--- src/rtl/sap_ctrl_pkg.sv ---
// SAP-U control sequencer shared definitions: control bit indices,
// opcodes and FSM state encoding.
package sap_ctrl_pkg;

  localparam int CTRL_HLT = 15;
  localparam int CTRL_MI  = 14;
  localparam int CTRL_RI  = 13;
  localparam int CTRL_RO  = 12;
  localparam int CTRL_IO  = 11;
  localparam int CTRL_II  = 10;
  localparam int CTRL_AI  = 9;
  localparam int CTRL_AO  = 8;
  localparam int CTRL_EO  = 7;
  localparam int CTRL_SU  = 6;
  localparam int CTRL_BI  = 5;
  localparam int CTRL_OI  = 4;
  localparam int CTRL_CE  = 3;
  localparam int CTRL_CO  = 2;
  localparam int CTRL_J   = 1;
  localparam int CTRL_FI  = 0;

  localparam logic [3:0] OP_NOP = 4'h0;
  localparam logic [3:0] OP_LDA = 4'h1;
  localparam logic [3:0] OP_ADD = 4'h2;
  localparam logic [3:0] OP_SUB = 4'h3;
  localparam logic [3:0] OP_STA = 4'h4;
  localparam logic [3:0] OP_LDI = 4'h5;
  localparam logic [3:0] OP_JMP = 4'h6;
  localparam logic [3:0] OP_JC  = 4'h7;
  localparam logic [3:0] OP_JZ  = 4'h8;
  localparam logic [3:0] OP_OUT = 4'hE;
  localparam logic [3:0] OP_HLT = 4'hF;

  typedef enum logic [1:0] {
    ST_IDLE,
    ST_RUN,
    ST_HALTED
  } state_e;

endpackage

--- src/rtl/sap_step_counter.sv ---
// Micro-step counter: async reset, enable, sync clear (wins over
// enable), wraps from NUM_STEPS-1 back to 0.
module sap_step_counter #(
  parameter int NUM_STEPS = 5,
  parameter int STEP_W    = 3
) (
  input  logic              clk,
  input  logic              reset,
  input  logic              en,
  input  logic              clr,
  output logic [STEP_W-1:0] count
);

  localparam logic [STEP_W-1:0] LAST = STEP_W'(NUM_STEPS - 1);

  logic [STEP_W-1:0] count_q, count_d;

  always_comb begin
    count_d = count_q;
    if (clr) begin
      count_d = '0;
    end else if (en) begin
      if (count_q == LAST) count_d = '0;
      else count_d = count_q + STEP_W'(1);
    end
  end

  always_ff @(posedge clk or posedge reset) begin
    if (reset) count_q <= '0;
    else count_q <= count_d;
  end

  assign count = count_q;

endmodule

--- src/rtl/sap_control_sequencer.sv ---
// SAP-U microcode sequencer: IDLE/RUN/HALTED FSM plus microcode ROM.
// Define SAP_EARLY_STEP_RESET_EN to end an instruction on its first zero step.
module sap_control_sequencer
  import sap_ctrl_pkg::*;
#(
  parameter int NUM_STEPS = 5,
  parameter int STEP_W    = 3
) (
  input  logic              clk,
  input  logic              reset,
  input  logic              run,
  input  logic [3:0]        opcode,
  input  logic              flag_c,
  input  logic              flag_z,
  output logic [15:0]       ctrl,
  output logic [STEP_W-1:0] step,
  output logic              halted
);

  state_e state_q, state_d;
  logic   halted_q, halted_d;

  logic [STEP_W-1:0] step_w;
  logic [15:0]       fetch_w;
  logic [15:0]       exec_w;
  logic              is_t0, is_t1, is_t2, is_t3, is_t4;
  logic              in_run, hlt_w, cnt_en, cnt_clr;

  assign is_t0 = (step_w == STEP_W'(0));
  assign is_t1 = (step_w == STEP_W'(1));
  assign is_t2 = (step_w == STEP_W'(2));
  assign is_t3 = (step_w == STEP_W'(3));
  assign is_t4 = (step_w == STEP_W'(4));

  always_comb begin
    fetch_w = '0;
    if (is_t0) begin
      fetch_w[CTRL_CO] = 1'b1;
      fetch_w[CTRL_MI] = 1'b1;
    end
    if (is_t1) begin
      fetch_w[CTRL_RO] = 1'b1;
      fetch_w[CTRL_II] = 1'b1;
      fetch_w[CTRL_CE] = 1'b1;
    end
  end

  // Execute ROM; everything not listed here, including T5+, is zero
  always_comb begin
    exec_w = '0;
    case (opcode)
      OP_LDA, OP_ADD, OP_SUB, OP_STA: begin
        if (is_t2) begin
          exec_w[CTRL_IO] = 1'b1;
          exec_w[CTRL_MI] = 1'b1;
        end
        if (is_t3) begin
          exec_w[CTRL_RO] = (opcode != OP_STA);
          exec_w[CTRL_AI] = (opcode == OP_LDA);
          exec_w[CTRL_BI] = (opcode == OP_ADD) ||
                            (opcode == OP_SUB);
          exec_w[CTRL_AO] = (opcode == OP_STA);
          exec_w[CTRL_RI] = (opcode == OP_STA);
        end
        if (is_t4 && (opcode == OP_ADD ||
                      opcode == OP_SUB)) begin
          exec_w[CTRL_EO] = 1'b1;
          exec_w[CTRL_AI] = 1'b1;
          exec_w[CTRL_FI] = 1'b1;
          exec_w[CTRL_SU] = (opcode == OP_SUB);
        end
      end
      OP_LDI: begin
        if (is_t2) begin
          exec_w[CTRL_IO] = 1'b1;
          exec_w[CTRL_AI] = 1'b1;
        end
      end
      OP_JMP, OP_JC, OP_JZ: begin
        if (is_t2 &&
            (opcode == OP_JMP ||
             (opcode == OP_JC && flag_c) ||
             (opcode == OP_JZ && flag_z))) begin
          exec_w[CTRL_IO] = 1'b1;
          exec_w[CTRL_J]  = 1'b1;
        end
      end
      OP_OUT: begin
        if (is_t2) begin
          exec_w[CTRL_AO] = 1'b1;
          exec_w[CTRL_OI] = 1'b1;
        end
      end
      OP_HLT: begin
        if (is_t2) exec_w[CTRL_HLT] = 1'b1;
      end
      default: exec_w = '0;
    endcase
  end

  assign in_run = (state_q == ST_RUN);
  assign ctrl   = in_run ? (fetch_w | exec_w) : '0;
  assign hlt_w  = ctrl[CTRL_HLT];
  assign cnt_en = in_run && !hlt_w;

`ifdef SAP_EARLY_STEP_RESET_EN
  assign cnt_clr = in_run && !is_t0 && !is_t1 &&
                   (exec_w == '0);
`else
  assign cnt_clr = 1'b0;
`endif

  always_comb begin
    state_d = state_q;
    unique case (state_q)
      ST_IDLE:   if (run) state_d = ST_RUN;
      ST_RUN:    if (hlt_w) state_d = ST_HALTED;
      ST_HALTED: state_d = ST_HALTED;
      default:   state_d = ST_IDLE;
    endcase
    halted_d = (state_d == ST_HALTED);
  end

  always_ff @(posedge clk or posedge reset) begin
    if (reset) begin
      state_q  <= ST_IDLE;
      halted_q <= 1'b0;
    end else begin
      state_q  <= state_d;
      halted_q <= halted_d;
    end
  end

  sap_step_counter #(
    .NUM_STEPS (NUM_STEPS),
    .STEP_W    (STEP_W)
  ) u_step (
    .clk   (clk),
    .reset (reset),
    .en    (cnt_en),
    .clr   (cnt_clr),
    .count (step_w)
  );

  assign step   = step_w;
  assign halted = halted_q;

endmodule

--- config.mk ---
export PLATFORM = sky130hd
export DESIGN_NAME = sap_control_sequencer
export DESIGN_NICKNAME = d
export VERILOG_FILES = /design/src/rtl/sap_ctrl_pkg.sv /design/src/rtl/sap_step_counter.sv /design/src/rtl/sap_control_sequencer.sv
export SDC_FILE = /design/constraint.sdc
export NUM_CORES = 1
export LEC_CHECK = 0
export CAP_MARGIN = 30
export CORE_UTILIZATION = 40
export CTS_CLUSTER_SIZE = 40
export DETAILED_ROUTE_END_ITERATION = 8
export GPL_TIMING_DRIVEN = 1
export PLACE_DENSITY = 0.78
export SYNTH_ARGS = -nofsm -noshare
export SYNTH_HDL_FRONTEND = slang
export SYNTH_SLANG_ARGS = --single-unit
--- constraint.sdc ---
create_clock -name clk -period 3.3 [get_ports clk]
set_input_delay 0.495 -clock clk [delete_from_list [all_inputs] [get_ports clk]]
set_output_delay 0.495 -clock clk [all_outputs]
set_load 0.05 [all_outputs]
Yosys cells after proc, flatten, opt, wreduce, memory -nomap -nowiden --
Index checks and enable logic that the tools add are counted.
Storage, ports and cells: register bits after elaboration 6, latch bits 0, memory bits (writable) 0, memory bits (read-only) 0, input bits 9, output and inout port bits 20, logic and storage cells 61, memories 0
Cells by class: $add $sub $neg 1, multiply operators 0, div/mod/pow operators 0, $lt $le $gt $ge 0, equal/unequal tests 18, shift operators 0, muxes and demuxes 24, bitwise logic cells 1, reductions and logical operators 14
Operator list (number):
- == test 4 x 3 -> 1 bit, second input constant | 4
- two-way mux 16 bit | 1
- bitwise OR 15 x 16 -> 16 bit | 1
- == test 4 bit, second input constant | 3
- two-way mux 1 bit | 11
- two-way mux 2 bit | 5
- two-way mux 3 bit | 3
- == test 4 x 2 -> 1 bit, second input constant | 2
- == test 3 x 2 -> 1 bit, second input constant | 2
- case mux 1 bit (2 select lines) | 3
- case mux 2 bit (3 select lines) | 1
- logical AND 1 bit | 5
- OR reduction 5 bit | 1
- == test 2 bit, second input constant | 2
- == test 4 x 1 -> 1 bit, second input constant | 1
- != test 4 x 3 -> 1 bit, second input constant | 1
- OR reduction 4 bit | 1
- adder 3 x 1 -> 3 bit, second input constant | 1
- == test 3 x 1 -> 1 bit, second input constant | 1
- == test 3 bit, second input constant | 1
- zero test 3 bit | 1
- logical OR 1 bit | 3
- OR reduction 3 bit | 1
- == test 2 x 1 -> 1 bit, second input constant | 1
- 2 further kinds | 2

Depth between registers and ports, before layout --
Gate-level depths: netlist of run 1.
word-level depth 12, depth in mapped cells 6, depth with buffers taken out 5

Hierarchy --
A second synthesis of run 1 with hierarchy kept.
Unflattened totals: cells, all modules 78, area total of the unflattened synthesis 598.1 sq um
By module, submodules not included:
- sap_control_sequencer | times used 1, cells each 61, area each 427.9 sq um, sequential area each 75.1 sq um
- sap_step_counter | times used 1, cells each 17, area each 170.2 sq um, sequential area each 75.1 sq um

Worst setup path after synthesis of run 1 --
No wires, ideal clock.
path type reg-to-output, start point reg u_step.count_q[0], in the netlist u_step.count[0], end point out ctrl[5], arrival time 2.591 ns, required time 2.805 ns, path slack 0.214 ns, cell stages (with the launch flop) 5, path buffers 0, cell sequence dfrtp_1 > ha_1 > ha_1 > nand2b_1 > nor4_1
Between the ends: word-level cells in the longest chain between the ends 5
Ends and longest elaborated chain:
- start, declared | line sap_step_counter.sv:16 | logic [STEP_W-1:0] count_q, count_d;
- start signal, assigned | line sap_step_counter.sv:30 | else count_q <= count_d;
- == test 3 x 2 -> 1 bit | line sap_control_sequencer.sv:32 | assign is_t3 = (step_w == STEP_W'(3));
- two-way mux 1 bit | line sap_control_sequencer.sv:57 | if (is_t3) begin
- two-way mux 3 bit | line sap_control_sequencer.sv:51 | case (opcode)
- bitwise OR 15 x 16 -> 16 bit | line sap_control_sequencer.sv:102 | assign ctrl = in_run ? (fetch_w | exec_w) : '0;
- two-way mux 16 bit | line sap_control_sequencer.sv:102
- end, declared | line sap_control_sequencer.sv:15 | output logic [15:0] ctrl,
No other way between the ends.

Final worst setup path of run 1 --
start point in opcode[2], end point out ctrl[14]
Between the ends: word-level cells in the longest chain between the ends 5, elaborated cells between the ends (all ways) 8, classes of those cells eq/ne: 4; mux: 2; bitwise: 1; reduce/logical: 1
Ends and longest elaborated chain:
- start, declared | line sap_control_sequencer.sv:12 | input logic [3:0] opcode,
- == test 4 x 1 -> 1 bit (tied with other cells) | line sap_control_sequencer.sv:51
- OR reduction 4 bit (*) | line sap_control_sequencer.sv:51
- two-way mux 3 bit (*) | line sap_control_sequencer.sv:51
- bitwise OR 15 x 16 -> 16 bit (*) | line sap_control_sequencer.sv:102
- two-way mux 16 bit (*) | line sap_control_sequencer.sv:102
Mark *: on every way between the ends. The rest lies on a longest branch, timed or not.

==> run metrics, run 1 <==
pin count of the biggest net entering global routing 13; status finished clean; Final setup viols 0; f_max 0.327 GHz; nets approximately 110; CP Cell Sequence clkdlybuf4s50_1 > or3_1 > a41oi_1 > nor3_1 > clkdlybuf4s50_1; CTS Buf Count 3; worst setup path start opcode[2]; post-CTS setup repair buffer count 0; crit path launch type input port; Hold Buf Count CTS 0; Comb power frac 72.1%; grt total ovfl 0; post-synth cell types 33; Worst VDD drop ~0.40 mV; HPWL after detailed placement between 1000 and 1500 um; die area between 0.0015 and 0.002 sq mm; HP Class input port to asynchronous set/reset pin; maxcap violations 0; CTS tree built; DRT Pass-1 Iters 4; setup ws final 0.244 ns; unrepaired setup endpoints after global routing no; ANT nets after route 0; clock share of power 8.8%; DRT Wirelength approximately 1400 um; switching part of the total a little over half; core area around 0.0014 sq mm; I/O pin count 29; Pins Over Slew Limit 0; Internal roughly 0.33 mW; Sinks on Clock Net 6; Resized cells post-CTS 0; top_reg_cell synth dfrtp_1; Final Non-Filler Cells 112; Initial Utilization 45.5%; Hold WS between 0.4 and 0.5 ns; worst skew pair latency 0.23 ns; CP Class input port to primary output; Largest stage delay, worst path a little over 0.7 ns; ys async rst share 100%; drt drc 0; CP max stage cell clkdlybuf4s50_1; multi-input logic area between 400 and 500 sq um; register area approximately 150 sq um; cell row count 13; number of buffers added on ports 28; total number of vias around 630; Pleak between 0.3 and 0.4 nW; GP Congestion about 0.88; Place WS 0.254 ns; vias in the first global route approximately 540; initial antenna violation count 0; antenna fix cells 0; initial drt markers 7; GRT Overall Usage 16.2%; post-synthesis cell area around 620 sq um; first-pass GRT wire length ~2300 um; Flop pwr share between 10% and 20%; Hold Vio Cnt, Final 0; DR vias/cell 5.60; Die W around 41 um; Avg Inst Size Synth between 8 and 9 sq um; wire per inst approximately 13 um; die height about 41 um; power per cell area about 800 mW/mm^2; clk slew on worst S/H paths 0.04 ns; Mapped Cells ~70; Slew @ Worst Pin between 0.5 and 0.6 ns; post-route setup TNS 0 ns; Final min period a little over 3 ns; Yosys top cell by area dfrtp_1; Sw Pwr between 0.3 and 0.4 mW; Yosys reg bits 6; Yosys top cell area share between 20 and 25%; clock buffer depth 2; Root Buffer clkbuf_4; fill cell count ~130; top cells by area, synth dfrtp_1 24%, ha_1 10%, mux2_2 5.4%, nand2b_1 5.0%, buf_4 3.6%; Post-Place Cells approximately 110; Worst slew margin between 60 and 70%; Worst Skew around 0.003 ns; crit path max fanout 11; YS warnings 0; endpoint class of the critical path primary output; Arrival @ worst endpoint roughly 2.6 ns; worst flop-to-flop path startpoint u_step.count[0]; sequential share of the synthesized area between 20% and 30%; post-route clock period utilization 92.6%; htree depth 1; Critical Path Most Common Cell clkdlybuf4s50_1; Area Growth Syn to Fin 43.3%; EDFF count, synth 0; post-synthesis net count 86; ratio of cells with drive above 1 in the final layout between 15 and 20%; Critical Path RT 2.80 ns
layout by cell type, fill, tap and decap left out, types with 2 or more instances in the layout:
master and n:
nand2b_1 5, nand3_1 4, inv_1 6, and2_1 2
nor4_1 3, nand2_1 3, ha_1 5, a41oi_1 2
dfrtp_1 6, buf_4 6, mux2_2 3, clkdlybuf4s50_1 23
a21oi_1 4, clkbuf_4 3, nor2_1 3, o21ai_0 3
cell usage after synthesis, types with 2 or more instances:
master    n
mux2_2    3
nor4_1    3
ha_1      5
nand3_1   4
a21oi_1   4
buf_2     2
nor2_1    3
dfrtp_1   6
nand2b_1  5
o21ai_0   3
nand2_1   3
inv_1     6
buf_4     3
and2_1    2
a41oi_1   2
critical path, delay by kind of cell:
kind                   cells  cell delay, ns
AO/OA/AOI/OAI              1            0.22
buffers and inverters      2            1.30
AND/OR/NAND/NOR            2            0.53
registers in the layout (all words and copies together), names as in the netlist:
| register | cells |
|---|---|
| u_step.count | 3 |
| state_q | 2 |
| halted | 1 |
routing by layer:
| layer | part of all wire [%] | GRT usage, % | routed length (um) |
|---|---|---|---|
| met1 | 49 | 23.6 | 685 |
| met2 | 48 | 26.3 | 673 |
| met3 | 3.8 | 3.48 | 53 |
| met4 | 0 | 0 | 0 |
| met5 | 0 | 0 | 0 |
kinds of logic after synthesis:
family / after synthesis / share of synthesized area (%)
compound gates: 14 / 16.9
buf+inv: 13 / 11.3
fa+ha+maj: 5 / 10.1
mux: 3 / 5.43
simple gates: 31 / 32.2
flops: 6 / 24.1
power by group through the flow:
stage | Combinational [mW] | Clock [mW] | Sequential (mW)
3_3_place_gp | 0.511 | 0 | 0.134
5_1_grt | 0.546 | 0.0685 | 0.141
3_5_place_dp | 0.513 | 0 | 0.136
2_1_floorplan | 0.331 | 0 | 0.186
6_report | 0.512 | 0.0627 | 0.136
4_1_cts | 0.515 | 0.0639 | 0.135
final timing paths:
kind | to | slack (ns) | cells after the start
min in group clk | state_q[1] | 0.55 | 2
max in group asynchronous | u_step.count[1] | 2.64 | 2
worst max register to register | u_step.count[0] | 1.58 | 5
worst min-delay path | halted | 0.47 | 2
worst min register to register | state_q[1] | 0.55 | 2
worst max-delay path | ctrl[14] | 0.24 | 5
layout make-up:
type                    count  area share (%)
repair buffers             29            30.9
clock buffers               3            2.53
well taps                  15            2.11
inverters                   6            2.53
flip-flops and latches      6            16.9
multi-input cells          53            45.1
stage by stage:
| step | instance area (sq um) | power, mW | util [%] |
|---|---|---|---|
| final | 891 | 0.710 | 65.2 |
| after global routing | 891 | 0.755 | 65.2 |
| after CTS | 891 | 0.714 | 65.2 |
| after detailed placement | 868 | 0.650 | 63.6 |
| after global placement | 868 | 0.645 | 63.6 |
| after floorplan | 622 | 0.517 | - |
Power figures use the tool's default switching activity.
==> run 2: changes to the inputs <==
- HOLD_SLACK_MARGIN: not set -> 0.05
==> results of run 2 <==
Same layout as run 1: the final DEF is identical, and so are final timing and power.
==> run 3: changes to the inputs <==
- GPL_ROUTABILITY_DRIVEN: not set -> 0
==> results of run 3 <==
Same layout as run 1: the final DEF is identical, and so are final timing and power.
==> patch 1: new RTL, config.mk and constraints of run 1 <==
The 3 states of `state_e` get a one-hot encoding in 3 bits.
--- a/src/rtl/sap_ctrl_pkg.sv
+++ b/src/rtl/sap_ctrl_pkg.sv
@@ -32,8 +32,8 @@
   localparam logic [3:0] OP_HLT = 4'hF;
 
-  typedef enum logic [1:0] {
-    ST_IDLE,
-    ST_RUN,
-    ST_HALTED
+  typedef enum logic [2:0] {
+    ST_IDLE   = 3'b001,
+    ST_RUN    = 3'b010,
+    ST_HALTED = 3'b100
   } state_e;
 
Behaviour: no difference found for any inputs over 10 cycles, from zero or initial values and one cycle with reset high; not proved beyond that.
==> patch 1 against run 1 <==
  * Count of clock-buffer cells in the layout grew 1
  * Final area up 8.7%
  * Synthesized area grew 4.8%
  * Clock skew is 0.00085 ns lower
  * Setup slack got worse by 0.081 ns
  * Total power down 17%
  * Critical path depth rose by 1
  * Via count increased by 4.1%
  * Routed wire length grew 3.9%
  * Core utilization is 0.92 points lower
  * Sequential power up 22%
  * Sequential cell count up 1
  * Hold slack lost 0.0042 ns
==> patch 1: results (changes against run 1) <==
VIASPERCELL=5.14  # -8.2%
STATUS='completed'
CLK-INSERTION-DELAY-LATE_NS=0.25  # +0.02 ns
CRIT_PATH_LARGEST_CELL_DELAY_NS=0.79  # +0.07 ns
LAYOUT.CELLS.NON_FILLER=127  # +13%
SYNTH_COMMON_CELLS='10 x sky130_fd_sc_hd__nor2_1, 8 x sky130_fd_sc_hd__nand2_1, 6 x sky130_fd_sc_hd__a21oi_1, 6 x sky130_fd_sc_hd__dfrtp_1'
NUMPLACEDINSTANCES=123  # +13%
POST_ROUTE_CELLS_DRIVE_ABOVE_1_SHARE=0.108  # -0.0671
SEQ_AREA_FRAC_SYNTH=0.271  # +0.0292
DETAILEDPLACE.WORSTSLACK_NS=0.171  # -0.0834 ns
P_INT_uW=301  # -8.4%
VIA_COUNT_OF_THE_FIRST_GLOBAL_ROUTING_PASS=601  # +12%
MULTIINPUTGATEAREA_UM2=437  # +8.7%
SYNTH_NETS=94  # +9.3%
SEQUENTIALPOWER_uW=166  # +22%
POST_DP_CELL_AREA_UM2=942  # +8.5%
DATA_ARRIVAL_TIME_OF_THE_WORST_PATH_NS=2.64  # +0.08 ns
GRT_START_MAX_NET_PINS=9  # -4
HPWL_UM=1150  # +1.4%
NETLIST_INSTANCES=80  # +11%
POWER.IR.VDD_WORST_V=0.000410  # +3.1%
HOLD_SLACK_NS=0.467  # -0.00424 ns
GP_CONGESTION=0.858  # -2.3%
GLOBAL_ROUTE_WIRE_LENGTH_BEFORE_REPAIR_UM=2530  # +9.6%
R2R_CELLS=6  # +1
FILLERS=142  # +13%
LEAKAGEPOWER_nW=0.411  # +10%
DRT-WIRELENGTH-PER-CELL_UM=11.6  # -8.4%
YS_TYPES=31  # -6.1%
POWER.SHARE.SWITCHING=0.490  # -0.0475
==> patch 1: cell types whose count changed after synthesis, sizes merged, moves of 2 or more <==
cell and delta:
nor2 +7, nand2 +5, nor2b +4, and3 +3
buf -3, nand2b -3, nor4 -3, a21oi +2
a41oi -2, nand3b +2
==> patch 1: cells by family after synthesis <==
group	share of synthesized area
multiplexers	0.0557
XOR/XNOR	0.0134
buffers and inverters	0.0595
AND/OR/NAND/NOR	0.374
flip-flops	0.271
AO/OA/AOI/OAI	0.131
adder cells (fa/ha/maj)	0.0960
==> patch 1: cell type report <==
cell class,count,area share
Clock buffer,4,0.0271
Inverter,5,0.0194
Multi-Input combinational cell,65,0.451
Sequential cell,7,0.182
Timing Repair Buffer,30,0.300
Tap cell,16,0.0207
==> patch 1: per-layer routing <==
metal / part of all wire / vias to the layer above / global-route usage
met4: 0.0055 / 0 / 0.0938
met2: 0.50 / 19 / 0.311
met5: 0 / - / 0
met1: 0.45 / 295 / 0.216
met3: 0.046 / 2 / 0.0431
li1: - / 337 / -
==> patch 2: new RTL, settings of run 1 <==
Made on the original files. Add a define of `SAP_EARLY_STEP_RESET_EN`.
--- a/src/rtl/sap_control_sequencer.sv
+++ b/src/rtl/sap_control_sequencer.sv
@@ -1,4 +1,6 @@
 // SAP-U microcode sequencer: IDLE/RUN/HALTED FSM plus microcode ROM.
 // Define SAP_EARLY_STEP_RESET_EN to end an instruction on its first zero step.
+`define SAP_EARLY_STEP_RESET_EN
+
 module sap_control_sequencer
   import sap_ctrl_pkg::*;
Behaviour: not the same (a bounded check fails within 10 cycles, from zero or initial values and one cycle with reset high).
==> patch 2 against run 1 <==
  * Total power grew 4.9%
  * Largest power group unchanged
  * Highest routed layer unchanged
  * Sequential share of layout area shrank 2.1 points
  * Sequential cell count is the same
  * Critical path depth is the same
  * Final area grew 14%
  * Combinational power grew 11%
  * Routed wire length grew 13%
  * Synthesized area grew 16%
  * Setup slack gained 0.095 ns
==> patch 2: results (changes against run 1) <==
SEQ_AREA_FRAC_SYNTH=0.208  # -0.0338
CRIT_PATH_LARGEST_CELL_DELAY_NS=0.80  # +0.08 ns
WL_MET1_UM=769  # +12%
POST_DP_CELL_AREA_UM2=992  # +14%
VIA_COUNT_OF_THE_FIRST_GLOBAL_ROUTING_PASS=640  # +19%
GRT_START_MAX_NET_PINS=12  # -1
DRT_FIRST_ITER_VIOLATIONS=9  # +2
CLOCK_SLEW_SEEN_BY_THE_REGISTERS_OF_THE_WORST_SETUP_AND_HOLD_PATHS_NS=0.05
DETAILEDPLACE.WORSTSLACK_NS=0.340  # +0.0859 ns
LARGEST_REGISTER_FF_COUNT=3  # unchanged
CTSLONGESTPATHBUFFERS=2  # unchanged
NUMNETS_FINAL=127  # +12%
HPWL_UM=1330  # +18%
GLOBAL_ROUTE_WIRE_LENGTH_BEFORE_REPAIR_UM=2610  # +13%
STATUS='completed'
VIASPERCELL=4.95  # -12%
CP_MAX_FO=6  # -5
LEAKAGEPOWER_nW=0.486  # +30%
YS_TYPES=35  # +6.1%
MET3_LENGTH_UM=76  # +43%
DATA_ARRIVAL_TIME_OF_THE_WORST_PATH_NS=2.47  # -0.09 ns
GRT.TOTAL_USAGE=0.180  # +0.0177
CLK-INSERTION-DELAY-LATE_NS=0.24
CTS.HTREE.LEVELS=1  # unchanged
GLOBAL_ROUTE.USAGE.MET3=0.0694  # +0.0346
GRT.MET2_USAGE=0.282  # +0.0199
YOSYS.AREA_SHARE.ADDER=0.0865  # -0.0141
YOSYS-MUX-AREA-FRACTION=0.0277  # -0.0266
GP_CONGESTION=0.768  # -12%
SYNTH_COMPOUND_GATE_AREA_SHARE=0.180  # +0.0109
GRTUSAGEMET1=0.225  # -0.0111
MET2ROUTEDLENGTH_UM=747  # +11%
POST_ROUTE_CELLS_DRIVE_ABOVE_1_SHARE=0.270  # +0.0950
DRT-WIRELENGTH-PER-CELL_UM=11.7  # -7.1%
POWER.IR.VDD_WORST_V=0.000509  # +28%
SYNTH_NETS=98  # +14%
==> patch 2: final cells by class <==
cell class | count | area (µm²)
sequential | 6 | 150
timing repair buffer | 31 | 290
inverter | 6 | 22.5
clock buffer | 3 | 22.5
multi-input combinational | 65 | 498
tap | 25 | 31.3
fill | 150 | 693
==> patch 2: path summary, 6_finish.rpt <==
kind | endpoint | start | cells past startpoint | slack (ns)
max in group asynchronous | u_step.count[1] | reset | 2 | 2.63
setup / recovery | ctrl[13] | opcode[3] | 5 | 0.34
hold / removal | halted | reset | 2 | 0.46
min in group clk | state_q[0] | state_q[1] | 1 | 0.48
setup reg to reg | u_step.count[2] | u_step.count[0] | 6 | 1.56
hold reg to reg | state_q[0] | state_q[1] | 1 | 0.48
==> patch 2: power breakdown <==
group / switching, mW / internal [mW] / total [mW]
sequential: 0.0208 / 0.0905 / 0.111
clock: 0.0264 / 0.0411 / 0.0675
combinational: 0.355 / 0.211 / 0.566
total: 0.402 / 0.343 / 0.745
==> patch 2: logic make-up after synthesis <==
group                    after synthesis
AO/OA/AOI/OAI                         18
adder cells (fa/ha/maj)                5
buffers and inverters                 13
flip-flops                             6
multiplexers                           2
AND/OR/NAND/NOR                       40
==> patch 2: critical path: cells and delay by family <==
kind / cells / cell delay (ns)
buffers and inverters: 2 / 1.32
and+or+nand+nor: 3 / 0.65
==> patch 2: through the flow <==
step           hold slack, ns  instances   util
5_1_grt                 0.479        136  0.594
6_report                0.465        136  0.594
2_1_floorplan           0.286         84      -
3_5_place_dp            0.471        133  0.581
3_3_place_gp            0.459        133  0.581
4_1_cts                 0.466        136  0.594
